`config.mk`:
```
export PLATFORM = sky130hd
export DESIGN_NAME = s27x_scan
export DESIGN_NICKNAME = d
export VERILOG_FILES = /design/src/rtl/s27x_pkg.sv /design/src/rtl/s27x_scan_lane.sv /design/src/rtl/s27x_scan.sv
export SDC_FILE = /design/constraint.sdc
export NUM_CORES = 1
export LEC_CHECK = 0
export ABC_AREA = 1
export ABC_CLOCK_PERIOD_IN_PS = 800
export CAP_MARGIN = 0
export CORE_ASPECT_RATIO = 0.6
export CORE_MARGIN = 2
export CORE_UTILIZATION = 40
export CTS_CLUSTER_DIAMETER = 50
export CTS_CLUSTER_SIZE = 10
export DETAILED_ROUTE_END_ITERATION = 12
export HOLD_SLACK_MARGIN = 0.05
export PLACE_DENSITY = 0.7
export SYNTH_ARGS = -nofsm -noshare
export SYNTH_HDL_FRONTEND = slang
export SYNTH_HIERARCHICAL = 1
export SYNTH_SLANG_ARGS = --single-unit
```
`constraint.sdc`:
```
create_clock -name CK -period 0.8 [get_ports CK]
set_input_delay 0.08 -clock CK [delete_from_list [all_inputs] [get_ports CK]]
set_output_delay 0.08 -clock CK [all_outputs]
set_load 0.03 [all_outputs]
```
`src/rtl/s27x_pkg.sv`:
```
// Shared constants and next-state helper for the bit-sliced s27 scan block.
// State vector layout is {S5,S6,S7} with S5 in the MSB.
package s27x_pkg;

  localparam int SW = 3;
  localparam int S5 = 2;
  localparam int S6 = 1;
  localparam int S7 = 0;

  localparam logic [SW-1:0] RST_STATE_DEF = 3'b000;

  typedef struct packed {
    logic g10;
    logic g11;
    logic g13;
  } nxt_t;

  // g = {G3,G2,G1,G0}, s = {S5,S6,S7}
  function automatic nxt_t s27_next(
    input logic [3:0]    g,
    input logic [SW-1:0] s
  );
    nxt_t r;
    logic g14, g8, g12, g15, g16, g9;
    g14   = ~g[0];
    g8    = g14 & s[S6];
    g12   = ~(g[1] | s[S7]);
    g15   = g12 | g8;
    g16   = g[3] | g8;
    g9    = ~(g16 & g15);
    r.g11 = ~(s[S5] | g9);
    r.g10 = ~(g14 | r.g11);
    r.g13 = ~(g[2] | g12);
    return r;
  endfunction

endpackage

```
`src/rtl/s27x_scan_lane.sv`:
```
// One s27 lane: next-state logic, state flops with scan mux, optional G17 flop.
// Scan path inside the lane is si -> S5 -> S6 -> S7 -> so.
module s27_lane
  import s27x_pkg::*;
#(
  parameter int            OUT_REG   = 1,
  parameter logic [SW-1:0] RST_STATE = RST_STATE_DEF
) (
  input  logic       ck_i,
  input  logic       rst_i,
  input  logic [3:0] g_i,
  input  logic       en_i,
  input  logic       se_i,
  input  logic       si_i,
  output logic       g17_o,
  output logic       so_o
);

  logic [SW-1:0] st_q, st_d;
  nxt_t          nx;

  // Combinational s27 gate network for the current state and inputs.
  always_comb begin
    nx = s27_next(g_i, st_q);
  end

  // Scan shift has priority; functional load only when enabled.
  always_comb begin
    st_d = st_q;
    if (se_i) begin
      st_d[S5] = si_i;
      st_d[S6] = st_q[S5];
      st_d[S7] = st_q[S6];
    end else if (en_i) begin
      st_d[S5] = nx.g10;
      st_d[S6] = nx.g11;
      st_d[S7] = nx.g13;
    end
  end

  // State flops, asynchronously forced to the reset pattern.
  always_ff @(posedge ck_i or posedge rst_i) begin
    if (rst_i) st_q <= RST_STATE;
    else       st_q <= st_d;
  end

  assign so_o = st_q[S7];

  if (OUT_REG != 0) begin : g_oreg
    logic g17_q;
    // Registered output tracks functional updates only.
    always_ff @(posedge ck_i or posedge rst_i) begin
      if (rst_i)              g17_q <= 1'b1;
      else if (!se_i && en_i) g17_q <= ~nx.g11;
    end
    assign g17_o = g17_q;
  end else begin : g_ocomb
    assign g17_o = ~nx.g11;
  end

endmodule

```
`src/rtl/s27x_scan.sv`:
```
// LANES independent s27 lanes with one global scan chain.
// Chain runs SI -> lane0 -> lane1 -> ... -> lane(LANES-1) -> SO.
module s27x_scan
  import s27x_pkg::*;
#(
  parameter int            LANES     = 4,
  parameter int            OUT_REG   = 1,
  parameter logic [SW-1:0] RST_STATE = RST_STATE_DEF
) (
  input  logic             CK,
  input  logic             RST,
  input  logic [LANES-1:0] G0,
  input  logic [LANES-1:0] G1,
  input  logic [LANES-1:0] G2,
  input  logic [LANES-1:0] G3,
  input  logic [LANES-1:0] EN,
  input  logic             SE,
  input  logic             SI,
  output logic [LANES-1:0] G17,
  output logic             SO
);

  logic [LANES:0] chain;

  assign chain[0] = SI;
  assign SO       = chain[LANES];

  for (genvar i = 0; i < LANES; i++) begin : g_lane
    s27_lane #(
      .OUT_REG   (OUT_REG),
      .RST_STATE (RST_STATE)
    ) u_lane (
      .ck_i  (CK),
      .rst_i (RST),
      .g_i   ({G3[i], G2[i], G1[i], G0[i]}),
      .en_i  (EN[i]),
      .se_i  (SE),
      .si_i  (chain[i]),
      .g17_o (G17[i]),
      .so_o  (chain[i+1])
    );
  end

endmodule
```
==> impl_metrics.prom <==
# TYPE chip_impl_metric gauge
chip_impl_info{name="failed_checks",value="negative setup slack"} 1
chip_impl_info{name="r2r-start",value="g_lane[3].u_lane/st_q[0]"} 1
chip_impl_metric{name="drv.max_cap_violation_count",unit=""} 0
chip_impl_metric{name="post_synth_xor_xnor_area",unit="%"} 0
chip_impl_metric{name="synth-simple-area-share",unit="%"} 31.8
chip_impl_metric{name="initial_antenna_violation_count",unit=""} 0
chip_impl_metric{name="report.final.setup_viol",unit=""} 21
chip_impl_metric{name="timing.slew.headroom",unit="%"} 82.7
chip_impl_metric{name="worst_ir_drop_vdd",unit="V"} 0.00122
chip_impl_metric{name="power-per-cell-area",unit="mW/mm²"} 1720
chip_impl_metric{name="largest_net_degree_at_the_start_of_global_routing",unit=""} 11
chip_impl_metric{name="crit_path_max_fanout",unit=""} 2
chip_impl_info{name="critPathLaunch",value="g_lane[3].u_lane/st_q[0]"} 1
chip_impl_info{name="rsz0062_at_grt",value="yes"} 1
chip_impl_metric{name="ys.warnings.count",unit=""} 6
chip_impl_metric{name="leakage",unit="nW"} 0.680
chip_impl_metric{name="route.antenna.remaining_nets",unit=""} 0
chip_impl_metric{name="drt_first_pass_iters",unit=""} 4
chip_impl_info{name="worst_setup_path_end_kind",value="output pin"} 1
chip_impl_info{name="worstSetupStartpointType",value="flop"} 1
chip_impl_metric{name="buffer_ports.inserted",unit=""} 28
chip_impl_metric{name="floorplan.initialDensity",unit="%"} 44.7
chip_impl_metric{name="worst_slew_pin_slew",unit="ns"} 0.258
chip_impl_metric{name="totalWireLength",unit="mm"} 2.09
chip_impl_metric{name="cp_data_required_time",unit="ns"} 0.72
chip_impl_info{name="timing.hold.worst.class",value="in -> async"} 1
chip_impl_metric{name="cts.hold.buffers_added",unit=""} 0
chip_impl_metric{name="wl_per_cell",unit="µm"} 11.4
chip_impl_metric{name="grt_pass1_vias",unit=""} 806
chip_impl_metric{name="share_of_synthesized_cell_area_in_full_adder_half_adder_and_majority_cells",unit="%"} 0
chip_impl_metric{name="ctsLongestPathBuffers",unit=""} 2
chip_impl_metric{name="ys_ff_latch",unit=""} 16
chip_impl_info{name="cts_tree",value="yes"} 1
chip_impl_info{name="outcome",value="finished, violations left"} 1
chip_impl_metric{name="globalplace.congestion",unit=""} 0.836
chip_impl_metric{name="synth_cell_type_count",unit=""} 11
chip_impl_metric{name="worstSkewPairLatency",unit="ns"} 0.29
chip_impl_info{name="cts.root.buffer_cell",value="sky130_fd_sc_hd__clkbuf_4"} 1
chip_impl_metric{name="grt_usage",unit="%"} 18.2
chip_impl_metric{name="io-pin-count",unit=""} 29
chip_impl_metric{name="antenna_cells_inserted",unit=""} 0
chip_impl_metric{name="max_frequency",unit="GHz"} 0.957
chip_impl_metric{name="post-route-drc-count",unit=""} 0
chip_impl_metric{name="layout_worst_path_cycle_share",unit="%"} 131
chip_impl_metric{name="mappedNetlistArea",unit="µm²"} 866
chip_impl_metric{name="grt.overflow.total",unit=""} 0
chip_impl_metric{name="floorplan.die.width",unit="µm"} 64.1
chip_impl_metric{name="average_instance_area_after_synthesis",unit="µm²"} 7.46
chip_impl_metric{name="final_max_slew_viol_count",unit=""} 0
chip_impl_metric{name="total_nets_after_synthesis",unit=""} 140
chip_impl_metric{name="synth.area.mux_share",unit="%"} 0
chip_impl_info{name="final_common_cell",value="sky130_fd_sc_hd__nand2_1"} 1
chip_impl_metric{name="clock_sink_count",unit=""} 16
chip_impl_metric{name="fp.coreArea",unit="mm²"} 0.00194
chip_impl_metric{name="synth-compound-area-share",unit="%"} 12.7
chip_impl_metric{name="drive_above_1_share",unit="%"} 31.4
chip_impl_info{name="crit_type",value="reg -> out"} 1
chip_impl_metric{name="finClkSkew",unit="ns"} 0.00349
chip_impl_metric{name="fin_ws",unit="ns"} -0.245
chip_impl_metric{name="setup-tns-final",unit="ns"} -2.43
chip_impl_metric{name="number_of_buffers_created_by_cts",unit=""} 3
chip_impl_metric{name="final_area",unit="mm²"} 0.00139
chip_impl_metric{name="critPathArrivalTime",unit="ns"} 0.97
chip_impl_metric{name="syn2layout_area_growth",unit="%"} 60.0
chip_impl_metric{name="die_height",unit="µm"} 40.0
chip_impl_metric{name="vias_per_cell",unit=""} 4.74
chip_impl_info{name="combinational_family_with_the_most_area_after_synthesis",value="simple AND/OR/NAND/NOR gates"} 1
chip_impl_metric{name="grt_pass1_wl",unit="mm"} 3.42
chip_impl_metric{name="final_hold_viol_count",unit=""} 0
chip_impl_metric{name="area_after_dpl",unit="mm²"} 0.00123
chip_impl_metric{name="half_perimeter_wire_length_of_the_detailed_placement_result",unit="mm"} 1.57
chip_impl_metric{name="layout.nets",unit=""} 181
chip_impl_metric{name="depth_of_the_cts_h_tree",unit=""} 1
chip_impl_metric{name="synth.yosys.seq_area_share",unit="%"} 46.8
chip_impl_metric{name="post-route-min-period",unit="ns"} 1.05
chip_impl_metric{name="clk_pin_slew",unit="ns"} 0.10
chip_impl_metric{name="first_iter_violations",unit=""} 47
chip_impl_metric{name="netlist_instances",unit=""} 116
chip_impl_metric{name="fp-row-count",unit=""} 12
chip_impl_metric{name="finalCoreUtilization",unit="%"} 71.5
chip_impl_metric{name="route.vias.total",unit=""} 872
chip_impl_metric{name="die_area",unit="mm²"} 0.00257
chip_impl_info{name="layout_common_cells",value="sky130_fd_sc_hd__nand2_1, sky130_fd_sc_hd__clkdlybuf4s50_1, sky130_fd_sc_hd__inv_1"} 1
-- cell usage after synthesis --
master                    instances  area, µm²
sky130_fd_sc_hd__a22oi_1         12       90.1
sky130_fd_sc_hd__dfrtp_1         12        300
sky130_fd_sc_hd__inv_1           16       60.1
sky130_fd_sc_hd__dfstp_2          4        105
sky130_fd_sc_hd__nand2_1         40        150
sky130_fd_sc_hd__nand3_1          4       20.0
sky130_fd_sc_hd__inv_2            4       15.0
sky130_fd_sc_hd__or2_1            4       25.0
sky130_fd_sc_hd__nor2_2           8       50.1
sky130_fd_sc_hd__o21ai_1          4       20.0
sky130_fd_sc_hd__nor2_1           8       30.0
-- state kept, by name (all words and copies together), names as in the netlist --
| signal | count |
|---|---|
| g_lane.u_lane/g17_o | 4 |
| g_lane.u_lane/st_q | 12 |
-- cell type report --
cell class | count | area [µm²]
fill | 149 | 552
multi-input combinational | 80 | 438
sequential | 16 | 407
timing repair buffer | 36 | 394
inverter | 20 | 75.1
clock buffer | 4 | 36.3
tap | 28 | 35.0
-- what timing repair did --
action                     4_1_cts  5_1_grt
buffers inserted                 1        0
resized for setup               14       10
hold endpoints to repair         0        0
gates cloned                     1        0
pin swaps                        5        5
setup endpoints to repair       21       21
-- where the power goes --
part	total (mW)	internal, mW	switching (mW)
Clock	0.544	0.277	0.267
Sequential	1.06	0.955	0.104
Combinational	0.783	0.408	0.375
Total	2.39	1.64	0.746
-- per-stage QoR --
step / cells / total power [mW] / setup slack (ns) / hold WS [ns]
floorplan: 116 / 1.39 / -0.160 / -0.155
global placement: 178 / 1.71 / -0.396 / 0.386
detailed placement: 178 / 1.71 / -0.401 / 0.384
CTS: 184 / 2.36 / -0.250 / 0.0715
global route: 184 / 2.53 / -0.287 / 0.0867
finish: 184 / 2.39 / -0.245 / 0.0549
-- routing by layer --
layer	vias up	GRT usage (%)	wire [µm]
met3	2	6.18	149
met1	388	24.8	1060
met5	-	0	0
met4	0	3.80	8
met2	32	28.6	878
li1	450	-	-
-- worst paths after layout --
kind / cells past startpoint / slack [ns] / endpoint
setup / recovery: 2 / -0.25 / SO
hold / removal: 2 / 0.05 / g_lane[2].u_lane/st_q[2]
setup reg to reg: 6 / -0.16 / g_lane[3].u_lane/st_q[2]
hold reg to reg: 2 / 0.48 / g_lane[2].u_lane/g17_o
max in group asynchronous: 2 / 0.48 / g_lane[3].u_lane/g17_o
min in group CK: 5 / 0.38 / g_lane[1].u_lane/g17_o
-- critical path, cell delays in order, from the launching register on --
cell                      delay (ns)
sky130_fd_sc_hd__dfrtp_2        0.43
sky130_fd_sc_hd__buf_6          0.12
sky130_fd_sc_hd__buf_6          0.13
-- cells by family after synthesis --
group	Yosys count
compound gates	16
buf+inv	20
flops	16
simple gates	64
(Power assumes the default switching activity.)
